--- config.mk ---
export PLATFORM = sky130hd
export DESIGN_NAME = dmem_arbiter
export DESIGN_NICKNAME = d
export VERILOG_FILES = /design/src/rtl/dmem_arbiter.sv
export SDC_FILE = /design/constraint.sdc
export NUM_CORES = 1
export LEC_CHECK = 0
export BUFFER_PORTS_ARGS = -buffer_cell sky130_fd_sc_hd__buf_4
export CORE_MARGIN = 10
export CORE_UTILIZATION = 49
export DETAILED_ROUTE_END_ITERATION = 12
export PLACE_DENSITY = 0.84
export SYNTH_ARGS = -nofsm -noshare
export SYNTH_HDL_FRONTEND = slang
export SYNTH_SLANG_ARGS = --single-unit
--- constraint.sdc ---
create_clock -name clk -period 2.9 [get_ports clk]
set_clock_uncertainty 0.15 [all_clocks]
set_input_delay 0.29 -clock clk [delete_from_list [all_inputs] [get_ports clk]]
set_output_delay 0.29 -clock clk [all_outputs]
set_load 0.01 [all_outputs]
--- src/rtl/dmem_arbiter.sv ---
// rtl/dmem_arbiter.sv - two-port arbiter and sequencer for the single-port data SRAM
//
// Ports:
//   clk, rst                     clock, synchronous active-high reset
//   req/we/addr/wdata[0|1]       per-port access request, held stable until granted
//   gnt0/gnt1                    one-cycle grant; the SRAM command is on the bus that cycle
//   rvalid0/rvalid1, rdata0/1    read response, three cycles after the request
//   CEN/WEN/OEN/A/D/Q            SRAM command bus (registered) and read data
//   conflict_cnt                 saturating count of cycles with both ports requesting
module dmem_arbiter #(
  parameter int AW        = 7,
  parameter int DW        = 32,
  parameter int PRIO_MODE = 0
) (
  input  logic          clk,
  input  logic          rst,
  input  logic          req0,
  input  logic          we0,
  input  logic [AW-1:0] addr0,
  input  logic [DW-1:0] wdata0,
  input  logic          req1,
  input  logic          we1,
  input  logic [AW-1:0] addr1,
  input  logic [DW-1:0] wdata1,
  output logic          gnt0,
  output logic          gnt1,
  output logic          rvalid0,
  output logic          rvalid1,
  output logic [DW-1:0] rdata0,
  output logic [DW-1:0] rdata1,
  output logic          CEN,
  output logic          WEN,
  output logic          OEN,
  output logic [AW-1:0] A,
  output logic [DW-1:0] D,
  input  logic [DW-1:0] Q,
  output logic [15:0]   conflict_cnt
);

  logic          ptr;      // round-robin pointer: port that wins the next tie
  logic          s1_valid;
  logic          s1_tag;
  logic          s2_valid;
  logic          s2_tag;

  logic          both;
  logic          any_req;
  logic          winner;   // 0 = port 0, 1 = port 1
  logic          win_we;
  logic [AW-1:0] win_addr;
  logic [DW-1:0] win_wdata;

  assign OEN = 1'b0;

  always_comb begin
    both    = req0 & req1;
    any_req = req0 | req1;
    winner  = 1'b0;
    if (both) begin
      winner = (PRIO_MODE != 0) ? 1'b0 : ptr;
    end else if (req1) begin
      winner = 1'b1;
    end
    win_we    = winner ? we1    : we0;
    win_addr  = winner ? addr1  : addr0;
    win_wdata = winner ? wdata1 : wdata0;
  end

  always_ff @(posedge clk) begin
    if (rst) begin
      CEN          <= 1'b1;
      WEN          <= 1'b1;
      A            <= '0;
      D            <= '0;
      gnt0         <= 1'b0;
      gnt1         <= 1'b0;
      ptr          <= 1'b0;
      s1_valid     <= 1'b0;
      s1_tag       <= 1'b0;
      s2_valid     <= 1'b0;
      s2_tag       <= 1'b0;
      rvalid0      <= 1'b0;
      rvalid1      <= 1'b0;
      rdata0       <= '0;
      rdata1       <= '0;
      conflict_cnt <= '0;
    end else begin
      gnt0 <= any_req & ~winner;
      gnt1 <= any_req & winner;

      // Idle cycles keep A/D unchanged to avoid toggling the SRAM bus.
      if (any_req) begin
        CEN <= 1'b0;
        WEN <= ~win_we;
        A   <= win_addr;
        D   <= win_we ? win_wdata : '0;
      end else begin
        CEN <= 1'b1;
        WEN <= 1'b1;
      end

      if (both && PRIO_MODE == 0) begin
        ptr <= ~winner;
      end

      // s1: command on the bus; s2: SRAM is producing Q; output stage samples Q.
      s1_valid <= any_req & ~win_we;
      s1_tag   <= winner;
      s2_valid <= s1_valid;
      s2_tag   <= s1_tag;

      rvalid0 <= s2_valid & ~s2_tag;
      rvalid1 <= s2_valid & s2_tag;
      if (s2_valid && !s2_tag) begin
        rdata0 <= Q;
      end
      if (s2_valid && s2_tag) begin
        rdata1 <= Q;
      end

      if (both && conflict_cnt != 16'hFFFF) begin
        conflict_cnt <= conflict_cnt + 16'd1;
      end
    end
  end

endmodule

==> flow_summary_export.csv, run 1 <==
group,metric,value,unit
clocking,cts.reportedPaths.clkPinSlew,0.07,ns
job,drv.max_cap_violation_count,0,
placement,placedInstanceArea,0.00680,sq mm
routing,route.antenna.remaining_nets,0,
floorplan,die_h,120,um
sta,timing_hold_violations_final,0,
critical_path,critical_path_required,3.15,ns
critical_path,r2r-start,"ptr",
placement,globalplace.congestion,0.880,
worst_hold_path,hp-start,"req0",
synth,netlist_top_cells_count,"sky130_fd_sc_hd__nand2_1 (167), sky130_fd_sc_hd__dfxtp_1 (130), sky130_fd_sc_hd__a21oi_1 (76)",
synth,postSynthRegisterBits,130,
synth,syn_nets,689,
routing,detail_route.vias_per_cell,5.55,
layout,post-route-util,87.3,%
sta,final.min_clock_period,2.69,ns
layout,final_nets,1035,
global_route,global_route.usage.total,29.9,%
run_status,run_status,"finished clean",
critical_path,worst_r2r_endpoint,"D[25]",
clocking,cts_repair_resize_count,0,
critical_path,critPathKind,"in2reg",
clocking,sink_count_of_the_clock_tree,130,
power_and_ir_drop,finalPower,4.52,mW
critical_path,start_kind,"input port",
layout,drive_above_1_share,31.4,%
sta,rsz0062_at_grt,"false",
worst_hold_path,worstHoldPathCells,2,
clocking,cts_tree,"done",
sta,maxClockFrequency,0.371,GHz
critical_path,timing.reg2reg.setup_slack,0.25,ns
global_route,grt_max_degree,65,
global_route,antenna_found_initial,1,
critical_path,rr_worst_depth,6,
worst_hold_path,worst_hold_path_type,"in2reg",
synth,post-synth-top-area-cell,"sky130_fd_sc_hd__dfxtp_1",
global_route,grt-ovfl-total,0,
routing,drt-wirelength-per-cell,21.2,um
worst_hold_path,hold_path_end,"CEN",
placement,post-dp-hpwl,12900,um
synth,synth_most_common_cell,"sky130_fd_sc_hd__nand2_1",
global_route,vias_in_the_first_global_route,6315,
routing,drt_iter0_markers,732,
synth,post_synth_main_area_contributors,"sky130_fd_sc_hd__dfxtp_1 (53%), sky130_fd_sc_hd__nand2_1 (13%), sky130_fd_sc_hd__a21oi_1 (7.7%)",
floorplan,placementRows,36,
clocking,worstSkewPairLatency,0.52,ns
routing,firstDrtPassIters,5,
synth,async_flop_share,0,%
placement,post-place-ws,0.665,ns
floorplan,initial_core_util,50.3,%
sta,setup_tns,0,ns
global_route,grt_first_pass_wirelength,34400,um
clocking,tritoncts.num_buffers,17,
clocking,cts.path.max_buffers,2,
synth,synth_warn,0,
synth,syn_inst,572,
synth,netlist.area_leader.share,52.9,%
synth,synth.yosys.seq_area_share,52.9,%
routing,drc,0,
power_and_ir_drop,p_leak,3.82,nW
sta,worst-slew-pin-transition,1.20,ns
power_and_ir_drop,peakVddDrop,0.000483,V
critical_path,timing.critical_path.arrival,2.94,ns
synth,average_cell_area_after_synthesis,8.60,sq um
clocking,clock-root-buffer,"sky130_fd_sc_hd__clkbuf_8",
sta,timing.final.max_slew_violations,0,
floorplan,die_area,0.0144,sq mm
sta,timing.max_slew.rel_slack,19.6,%
power_and_ir_drop,power.density,529,mW/mm^2
floorplan,die_x,120,um
sta,setup_viol,0,
routing,routed-via-count,5901,
critical_path,capturing_element_type_of_the_critical_path,"register",
placement,buffer_ports.inserted,240,
synth,synth_ff_type,"sky130_fd_sc_hd__dfxtp_1",
floorplan,boundaryPins,242,
floorplan,coreArea,0.00977,sq mm
routing,routed_wl,22500,um
synth,mapped_cell_area,0.00492,sq mm
clocking,ctsHtreeMaxLevel,4,
layout,layout.cell_area.non_filler,0.00854,sq mm
synth,synth.lib_cells_used.distinct,38,
synth,synth_enable_flop_cells,0,
sta,timing.final.crit_share,92.9,%
sta,worst_path_setup_slack_after_routing,0.205,ns
critical_path,crit_path_max_fanout,64,
layout,area_growth,73.6,%
==> repair_timing <==
action | in CTS | in global routing
hold buffers | 118 | 0
hold endpoints to repair | 109 | 0
endpoints found under the setup margin | 0 | 0
setup buffers | 0 | 0
==> report_power, final <==
part           total [mW]  leakage, nW  switching [mW]  internal, mW
Sequential           1.89         1.06          0.0435          1.85
Combinational       0.634         2.51           0.275         0.358
Clock                1.99        0.262           0.814          1.18
Total                4.52         3.82            1.13          3.38
==> worst max-delay path by stage <==
| stage | start | to | slack [ns] | depth (start not counted) |
|---|---|---|---|---|
| floorplan | conflict_cnt[0] | conflict_cnt[15] | 0.92 | 6 |
| global placement | conflict_cnt[0] | conflict_cnt[15] | 0.78 | 5 |
| detailed placement | conflict_cnt[0] | conflict_cnt[15] | 0.66 | 5 |
| CTS | rst | A[0] | 0.39 | 6 |
| global route | rst | A[0] | 0.13 | 6 |
| finish | rst | A[0] | 0.21 | 6 |
==> flip-flops by register name (all words and copies together) (netlist names) <==
name and cells:
gnt0 1, CEN 1, s1_tag 1, gnt1 1, rdata1 32, WEN 1, rdata0 32, ptr 1
D 32, conflict_cnt 16, rvalid1 1, A 7, rvalid0 1, s2_valid 1, s2_tag 1, s1_valid 1
==> routing by layer <==
metal / routed length (um) / vias up / global-route usage, %
met4: 1030 / 0 / 15.6
met1: 7820 / 2803 / 30.0
met3: 2540 / 84 / 12.2
met2: 11100 / 372 / 52.4
li1: - / 2642 / -
met5: 0 / - / 0
==> logic make-up after synthesis <==
group                      Yosys count  share of synthesized area, %
buffers and inverters               40                          3.31
other                                1                        0.0762
and+or+nand+nor                    226                          20.4
DFF                                130                          52.9
xor gates and xnor gates             2                         0.356
muxes                               36                          7.40
AOI/OAI and AO/OA                  136                          15.3
adders and majority gates            1                         0.254
==> through the flow <==
step	cells	hold WS, ns
after detailed placement	914	0.272
after floorplan	572	0.250
after global routing	1064	0.0358
after global placement	914	0.274
final	1064	0.0458
after CTS	1063	0.00783
==> worst max-delay path, cell delays in order <==
cell	delay, ns
sky130_fd_sc_hd__dlygate4sd3_1	0.55
sky130_fd_sc_hd__buf_4	0.32
sky130_fd_sc_hd__buf_4	0.59
sky130_fd_sc_hd__nor2_1	0.30
sky130_fd_sc_hd__a21o_1	0.26
sky130_fd_sc_hd__dlygate4sd3_1	0.58
==> layout make-up <==
class	count	area, sq um
Timing Repair Buffer	366	3040
Sequential cell	130	2600
Multi-Input combinational cell	402	2170
Fill cell	414	1240
Clock buffer	19	442
Tap cell	133	166
Clock inverter	12	110
Inverter	1	3.75
Antenna cell	1	2.50
==> cell usage in the layout, fill, tap and decap left out, types with 2 or more instances in the layout <==
master	count
sky130_fd_sc_hd__buf_4	248
sky130_fd_sc_hd__nand2_1	166
sky130_fd_sc_hd__dfxtp_1	130
sky130_fd_sc_hd__dlygate4sd3_1	118
sky130_fd_sc_hd__a21oi_1	76
sky130_fd_sc_hd__o21ai_0	36
sky130_fd_sc_hd__mux2i_1	33
sky130_fd_sc_hd__clkbuf_16	16
sky130_fd_sc_hd__nor2_1	12
sky130_fd_sc_hd__o31ai_1	7
sky130_fd_sc_hd__a22o_1	6
sky130_fd_sc_hd__a21o_1	6
sky130_fd_sc_hd__nand4_1	6
sky130_fd_sc_hd__or4_1	6
sky130_fd_sc_hd__nand3_1	5
sky130_fd_sc_hd__nor2b_1	5
sky130_fd_sc_hd__clkinvlp_4	4
sky130_fd_sc_hd__nand2b_1	3
sky130_fd_sc_hd__and3_1	3
sky130_fd_sc_hd__nor4_1	3
sky130_fd_sc_hd__nor3_1	3
sky130_fd_sc_hd__mux2_2	3
sky130_fd_sc_hd__or3_1	3
sky130_fd_sc_hd__clkbuf_8	3
sky130_fd_sc_hd__clkinv_2	3
sky130_fd_sc_hd__clkinv_4	3
sky130_fd_sc_hd__and2_1	2
sky130_fd_sc_hd__xnor2_1	2
Note: power is estimated with default switching activity, not from simulation.
==> run 2, diff against run 1 <==
--- a/config.mk
+++ b/config.mk
@@ -9,6 +9,7 @@
 export CORE_MARGIN = 10
 export CORE_UTILIZATION = 49
 export DETAILED_ROUTE_END_ITERATION = 12
+export MAX_ROUTING_LAYER = met4
 export PLACE_DENSITY = 0.84
 export SYNTH_ARGS = -nofsm -noshare
 export SYNTH_HDL_FRONTEND = slang
==> constraint.sdc (replaced) <==
create_clock -name clk -period 2.9 [get_ports clk]
set_clock_uncertainty 0.15 [all_clocks]
set_input_delay 0.29 -clock clk [delete_from_list [all_inputs] [get_ports clk]]
set_output_delay 0.29 -clock clk [all_outputs]
set_load 0.02 [all_outputs]
==> run 2 against run 1 <==
Effect of this change: critical path depth did not move; power rose by 0.90%; first-iteration DRC count fell by 7.0%; routed wire length rose by 0.15%; register-to-register slack barely moved; flip-flop and latch count did not move; sequential share of layout area did not move; non-clock buffer count did not move; utilization did not move; final cell count did not move; clock power barely moved; highest routed layer unchanged.
==> flow_summary_export.csv, run 2 (synthesized netlist as in run 1, its figures left out) <==
group,metric,value,unit
global_route,grt_first_pass_wirelength,34400,um
clocking,worstSkewPairLatency,0.51,ns
global_route,grt-ovfl-total,0,
job,drv.max_cap_violation_count,0,
floorplan,initial_core_util,50.3,%
power_and_ir_drop,finalPower,4.56,mW
global_route,vias_in_the_first_global_route,6326,
critical_path,cpPeakStageDelay,0.59,ns
sta,timing.max_slew.rel_slack,19.2,%
critical_path,capturing_element_type_of_the_critical_path,"register",
critical_path,critPathKind,"in2reg",
power_and_ir_drop,peakVddDrop,0.000481,V
critical_path,crit_path_max_fanout,64,
layout,post-route-util,87.3,%
clocking,sink_count_of_the_clock_tree,130,
critical_path,critical_path.slowest_cell,"sky130_fd_sc_hd__buf_4",
routing,drc,0,
critical_path,start_kind,"input port",
routing,routed-via-count,5881,
floorplan,boundaryPins,242,
floorplan,die_area,0.0144,sq mm
placement,post-place-ws,0.665,ns
routing,drt-wirelength-per-cell,21.2,um
layout,area_growth,73.6,%
sta,worst-slew-pin-transition,1.21,ns
clocking,cts.path.max_buffers,2,
sta,maxClockFrequency,0.369,GHz
layout,layout.cells.most_common_list,"sky130_fd_sc_hd__buf_4 (248), sky130_fd_sc_hd__nand2_1 (166), sky130_fd_sc_hd__dfxtp_1 (130)",
clocking,tritoncts.num_buffers,17,
clocking,cts_repair_resize_count,0,
clocking,cts_tree,"done",
clocking,cts.reportedPaths.clkPinSlew,0.07,ns
placement,buffer_ports.inserted,240,
routing,firstDrtPassIters,5,
critical_path,rr_worst_depth,6,
critical_path,timing.critical_path.arrival,2.96,ns
floorplan,die_x,120,um
placement,globalplace.congestion,0.895,
sta,setup_tns,0,ns
sta,timing_hold_violations_final,0,
sta,setup_viol,0,
critical_path,crit_path_cell_trace,"dlygate4sd3_1 > buf_4 > buf_4 > nor2_1 > a21o_1 > dlygate4sd3_1",
floorplan,die_h,120,um
sta,rsz0062_at_grt,"false",
power_and_ir_drop,p_leak,3.82,nW
floorplan,placementRows,36,
global_route,grt_max_degree,65,
layout,final_nets,1035,
floorplan,coreArea,0.00977,sq mm
global_route,antenna_found_initial,1,
layout,largestRegisters,"D: 32 flops, rdata0: 32 flops, rdata1: 32 flops",
sta,worst_path_setup_slack_after_routing,0.190,ns
worst_hold_path,worstHoldPathCells,2,
clocking,ctsHtreeMaxLevel,4,
layout,drive_above_1_share,31.4,%
clocking,cts-hold-fix-buffers,118,
sta,timing.final.crit_share,93.4,%
sta,timing.final.max_slew_violations,0,
sta,final.min_clock_period,2.71,ns
clocking,clock-root-buffer,"sky130_fd_sc_hd__clkbuf_8",
worst_hold_path,worst_hold_path_type,"in2reg",
placement,post-place-cells,914,
layout,final_common_cell,"sky130_fd_sc_hd__buf_4",
clocking,post-cts-setup-buffer-count,0,
run_status,run_status,"finished clean",
placement,post-dp-hpwl,12900,um
routing,drt_iter0_markers,681,
layout,post_layout_nonfiller_instances,1064,
power_and_ir_drop,power.density,534,mW/mm^2
routing,route.antenna.remaining_nets,0,
critical_path,critical_path_required,3.15,ns
routing,detail_route.vias_per_cell,5.53,
global_route,global_route.usage.total,30.9,%
routing,routed_wl,22500,um
==> run 2: per-layer routing <==
layer  up-vias  track usage (%)  share of wire, %
met3        97             10.7                11
met4         0             17.3               5.3
met5         -                -                 0
met2       407             52.1                49
met1      2741             30.8                35
li1       2636                -                 -
==> run 2: report_power, final <==
| part | switching [mW] | internal [mW] |
|---|---|---|
| combinational | 0.318 | 0.359 |
| clock | 0.811 | 1.18 |
| sequential | 0.0436 | 1.85 |
| total | 1.17 | 3.39 |
==> run 2: worst paths after layout <==
kind | from | to | slack, ns
max | rst | A[0] | 0.19
min | req0 | CEN | 0.04
max reg2reg | ptr | D[25] | 0.25
min reg2reg | s1_tag | s2_tag | 0.28
==> run 2: worst max-delay path: cells and delay by family <==
family	cells	cell delay, ns
AOI/OAI and AO/OA	1	0.26
buffers and inverters	4	2.04
and+or+nand+nor	1	0.31
==> run 2: layout make-up <==
class                           instances  area (sq um)
Timing Repair Buffer                  366          3040
Sequential cell                       130          2600
Multi-Input combinational cell        402          2170
Fill cell                             414          1240
Clock buffer                           19           442
Tap cell                              133           166
Clock inverter                         12           110
Inverter                                1          3.75
Antenna cell                            1          2.50
==> run 2: through the flow <==
| step | area (sq um) | hold slack, ns |
|---|---|---|
| finish | 8540 | 0.0368 |
| CTS | 8530 | 0.00783 |
| global route | 8540 | 0.0444 |
| floorplan | 4920 | 0.250 |
| detailed placement | 6800 | 0.272 |
| global placement | 6800 | 0.274 |
==> run 3, diff against run 2 <==
--- a/config.mk
+++ b/config.mk
@@ -6,7 +6,6 @@
 export NUM_CORES = 1
 export LEC_CHECK = 0
 export BUFFER_PORTS_ARGS = -buffer_cell sky130_fd_sc_hd__buf_4
-export CORE_MARGIN = 10
 export CORE_UTILIZATION = 49
 export DETAILED_ROUTE_END_ITERATION = 12
 export MAX_ROUTING_LAYER = met4
==> run 3 against run 2 <==
Effect of this change: flip-flop and latch count unchanged; final cell count is 0.56% lower; die area is 28% lower; first-iteration DRC count down 60%; register-to-register slack better by 0.07 ns; utilization about the same; critical path type unchanged; worst hold slack better by 0.020 ns; critical path depth rose by 2; count of clock-buffer cells in the layout increased by 1.
==> flow_summary_export.csv, run 3 (synthesized netlist as in run 1, its figures left out) <==
group,metric,value,unit
run_status,run_status,"finished clean",
routing,routed_wl,20500,um
layout,final_nets,1029,
placement,globalplace.congestion,0.893,
sta,worst-slew-pin-transition,1.18,ns
clocking,post-cts-setup-buffer-count,0,
floorplan,placementRows,36,
power_and_ir_drop,finalPower,4.64,mW
sta,timing_hold_violations_final,0,
critical_path,capturing_element_type_of_the_critical_path,"register",
clocking,clock-root-buffer,"sky130_fd_sc_hd__clkbuf_8",
floorplan,boundaryPins,242,
sta,finalHoldWorstSlack,0.0565,ns
sta,maxClockFrequency,0.385,GHz
sta,timing.max_slew.rel_slack,21.4,%
clocking,ctsHtreeMaxLevel,4,
routing,drt-wirelength-per-cell,19.4,um
clocking,tritoncts.num_buffers,17,
sta,final.min_clock_period,2.60,ns
critical_path,critPathKind,"in2reg",
global_route,grt-ovfl-total,0,
routing,drc,0,
clocking,worstSkewPairLatency,0.52,ns
routing,route.antenna.remaining_nets,0,
critical_path,timing.reg2reg.setup_slack,0.32,ns
floorplan,coreArea,0.00973,sq mm
placement,post-dp-hpwl,10700,um
sta,timing.final.max_slew_violations,0,
routing,drt_iter0_markers,275,
clocking,cts_tree,"done",
clocking,cts.reportedPaths.clkPinSlew,0.06,ns
critical_path,crit_path_max_fanout,16,
power_and_ir_drop,peakVddDrop,0.000380,V
job,drv.max_cap_violation_count,0,
placement,buffer_ports.inserted,240,
layout,drive_above_1_share,31.6,%
critical_path,start_kind,"input port",
worst_hold_path,worst_hold_path_type,"in2reg",
clocking,sink_count_of_the_clock_tree,130,
routing,detail_route.vias_per_cell,5.50,
global_route,vias_in_the_first_global_route,5935,
global_route,antenna_found_initial,0,
global_route,global_route.usage.total,40.0,%
layout,area_growth,72.8,%
layout,antenna_cells,0,
sta,setup_tns,0,ns
global_route,grt_max_degree,50,
sta,setup_viol,0,
floorplan,die_h,102,um
global_route,grt_first_pass_wirelength,30100,um
floorplan,die_x,102,um
clocking,cts.path.max_buffers,2,
sta,rsz0062_at_grt,"false",
critical_path,timing.critical_path.arrival,2.82,ns
layout,largestRegisters,"D: 32 flops, rdata0: 32 flops, rdata1: 32 flops",
power_and_ir_drop,p_leak,3.79,nW
sta,timing.final.crit_share,89.6,%
power_and_ir_drop,power.density,546,mW/mm^2
floorplan,die_area,0.0104,sq mm
floorplan,initial_core_util,50.6,%
routing,routed-via-count,5814,
critical_path,critical_path_required,3.12,ns
layout,layout.cells.most_common_list,"sky130_fd_sc_hd__buf_4 (248), sky130_fd_sc_hd__nand2_1 (166), sky130_fd_sc_hd__dfxtp_1 (130)",
layout,post-route-util,87.4,%
routing,firstDrtPassIters,5,
layout,n_fill_cell,445,
layout,final_common_cell,"sky130_fd_sc_hd__buf_4",
run 3: cell count changes in the layout (fill, tap and decap cells not counted), sizes merged:
cell / delta
clkinvlp: +2
clkinv: -3
bufinv: +1
diode: -1
clkbuf: +1
dlygate4sd3: -6
run 3: stage by stage:
| step | setup slack, ns | cells | instance area [sq um] |
|---|---|---|---|
| 6_report | 0.301 | 1058 | 8500 |
| 5_1_grt | 0.205 | 1058 | 8500 |
| 4_1_cts | 0.496 | 1058 | 8500 |
| 3_5_place_dp | 0.658 | 914 | 6800 |
| 3_3_place_gp | 0.793 | 914 | 6800 |
| 2_1_floorplan | 0.834 | 572 | 4920 |
run 3: cell type report:
type	instances	area (sq um)	share of cell area [%]
Inverter	1	3.75	0.0442
Clock inverter	12	133	1.56
Multi-Input combinational cell	402	2170	25.5
Sequential cell	130	2600	30.6
Clock buffer	20	445	5.24
Timing Repair Buffer	360	2980	35.1
Tap cell	133	166	1.96
run 3: worst max-delay path: stages:
cell	delay, ns
sky130_fd_sc_hd__dlygate4sd3_1	0.54
sky130_fd_sc_hd__buf_4	0.14
sky130_fd_sc_hd__nand2b_1	0.12
sky130_fd_sc_hd__nand2_2	0.42
sky130_fd_sc_hd__buf_4	0.31
sky130_fd_sc_hd__mux2i_1	0.24
sky130_fd_sc_hd__dlygate4sd3_1	0.61
sky130_fd_sc_hd__o21ai_0	0.14
run 3: worst paths after layout:
check         start     end  depth (start not counted)
max            req0   D[18]                          8
min            req1     CEN                          2
max reg2reg     ptr   D[18]                          6
min reg2reg  s1_tag  s2_tag                          1
run 3: layer usage:
layer  wire length (um)  vias to the layer above  global-route usage [%]  share of wire (%)
met5                  0                        -                       -                  0
met4               1210                        0                    24.5                5.9
met3               1910                      103                    12.6                9.3
met2              10000                      365                    67.0                 49
met1               7400                     2709                    40.8                 36
li1                   -                     2637                       -                  -
run 3: what timing repair did:
action / 4_1_cts / 5_1_grt
gates resized for setup: 0 / 0
setup endpoints to repair: 0 / 0
hold buffers: 112 / 0
hold endpoints to repair: 105 / 0
run 3: power breakdown:
part | internal [mW] | switching (mW)
Sequential | 1.85 | 0.0433
Clock | 1.27 | 0.814
Combinational | 0.357 | 0.314
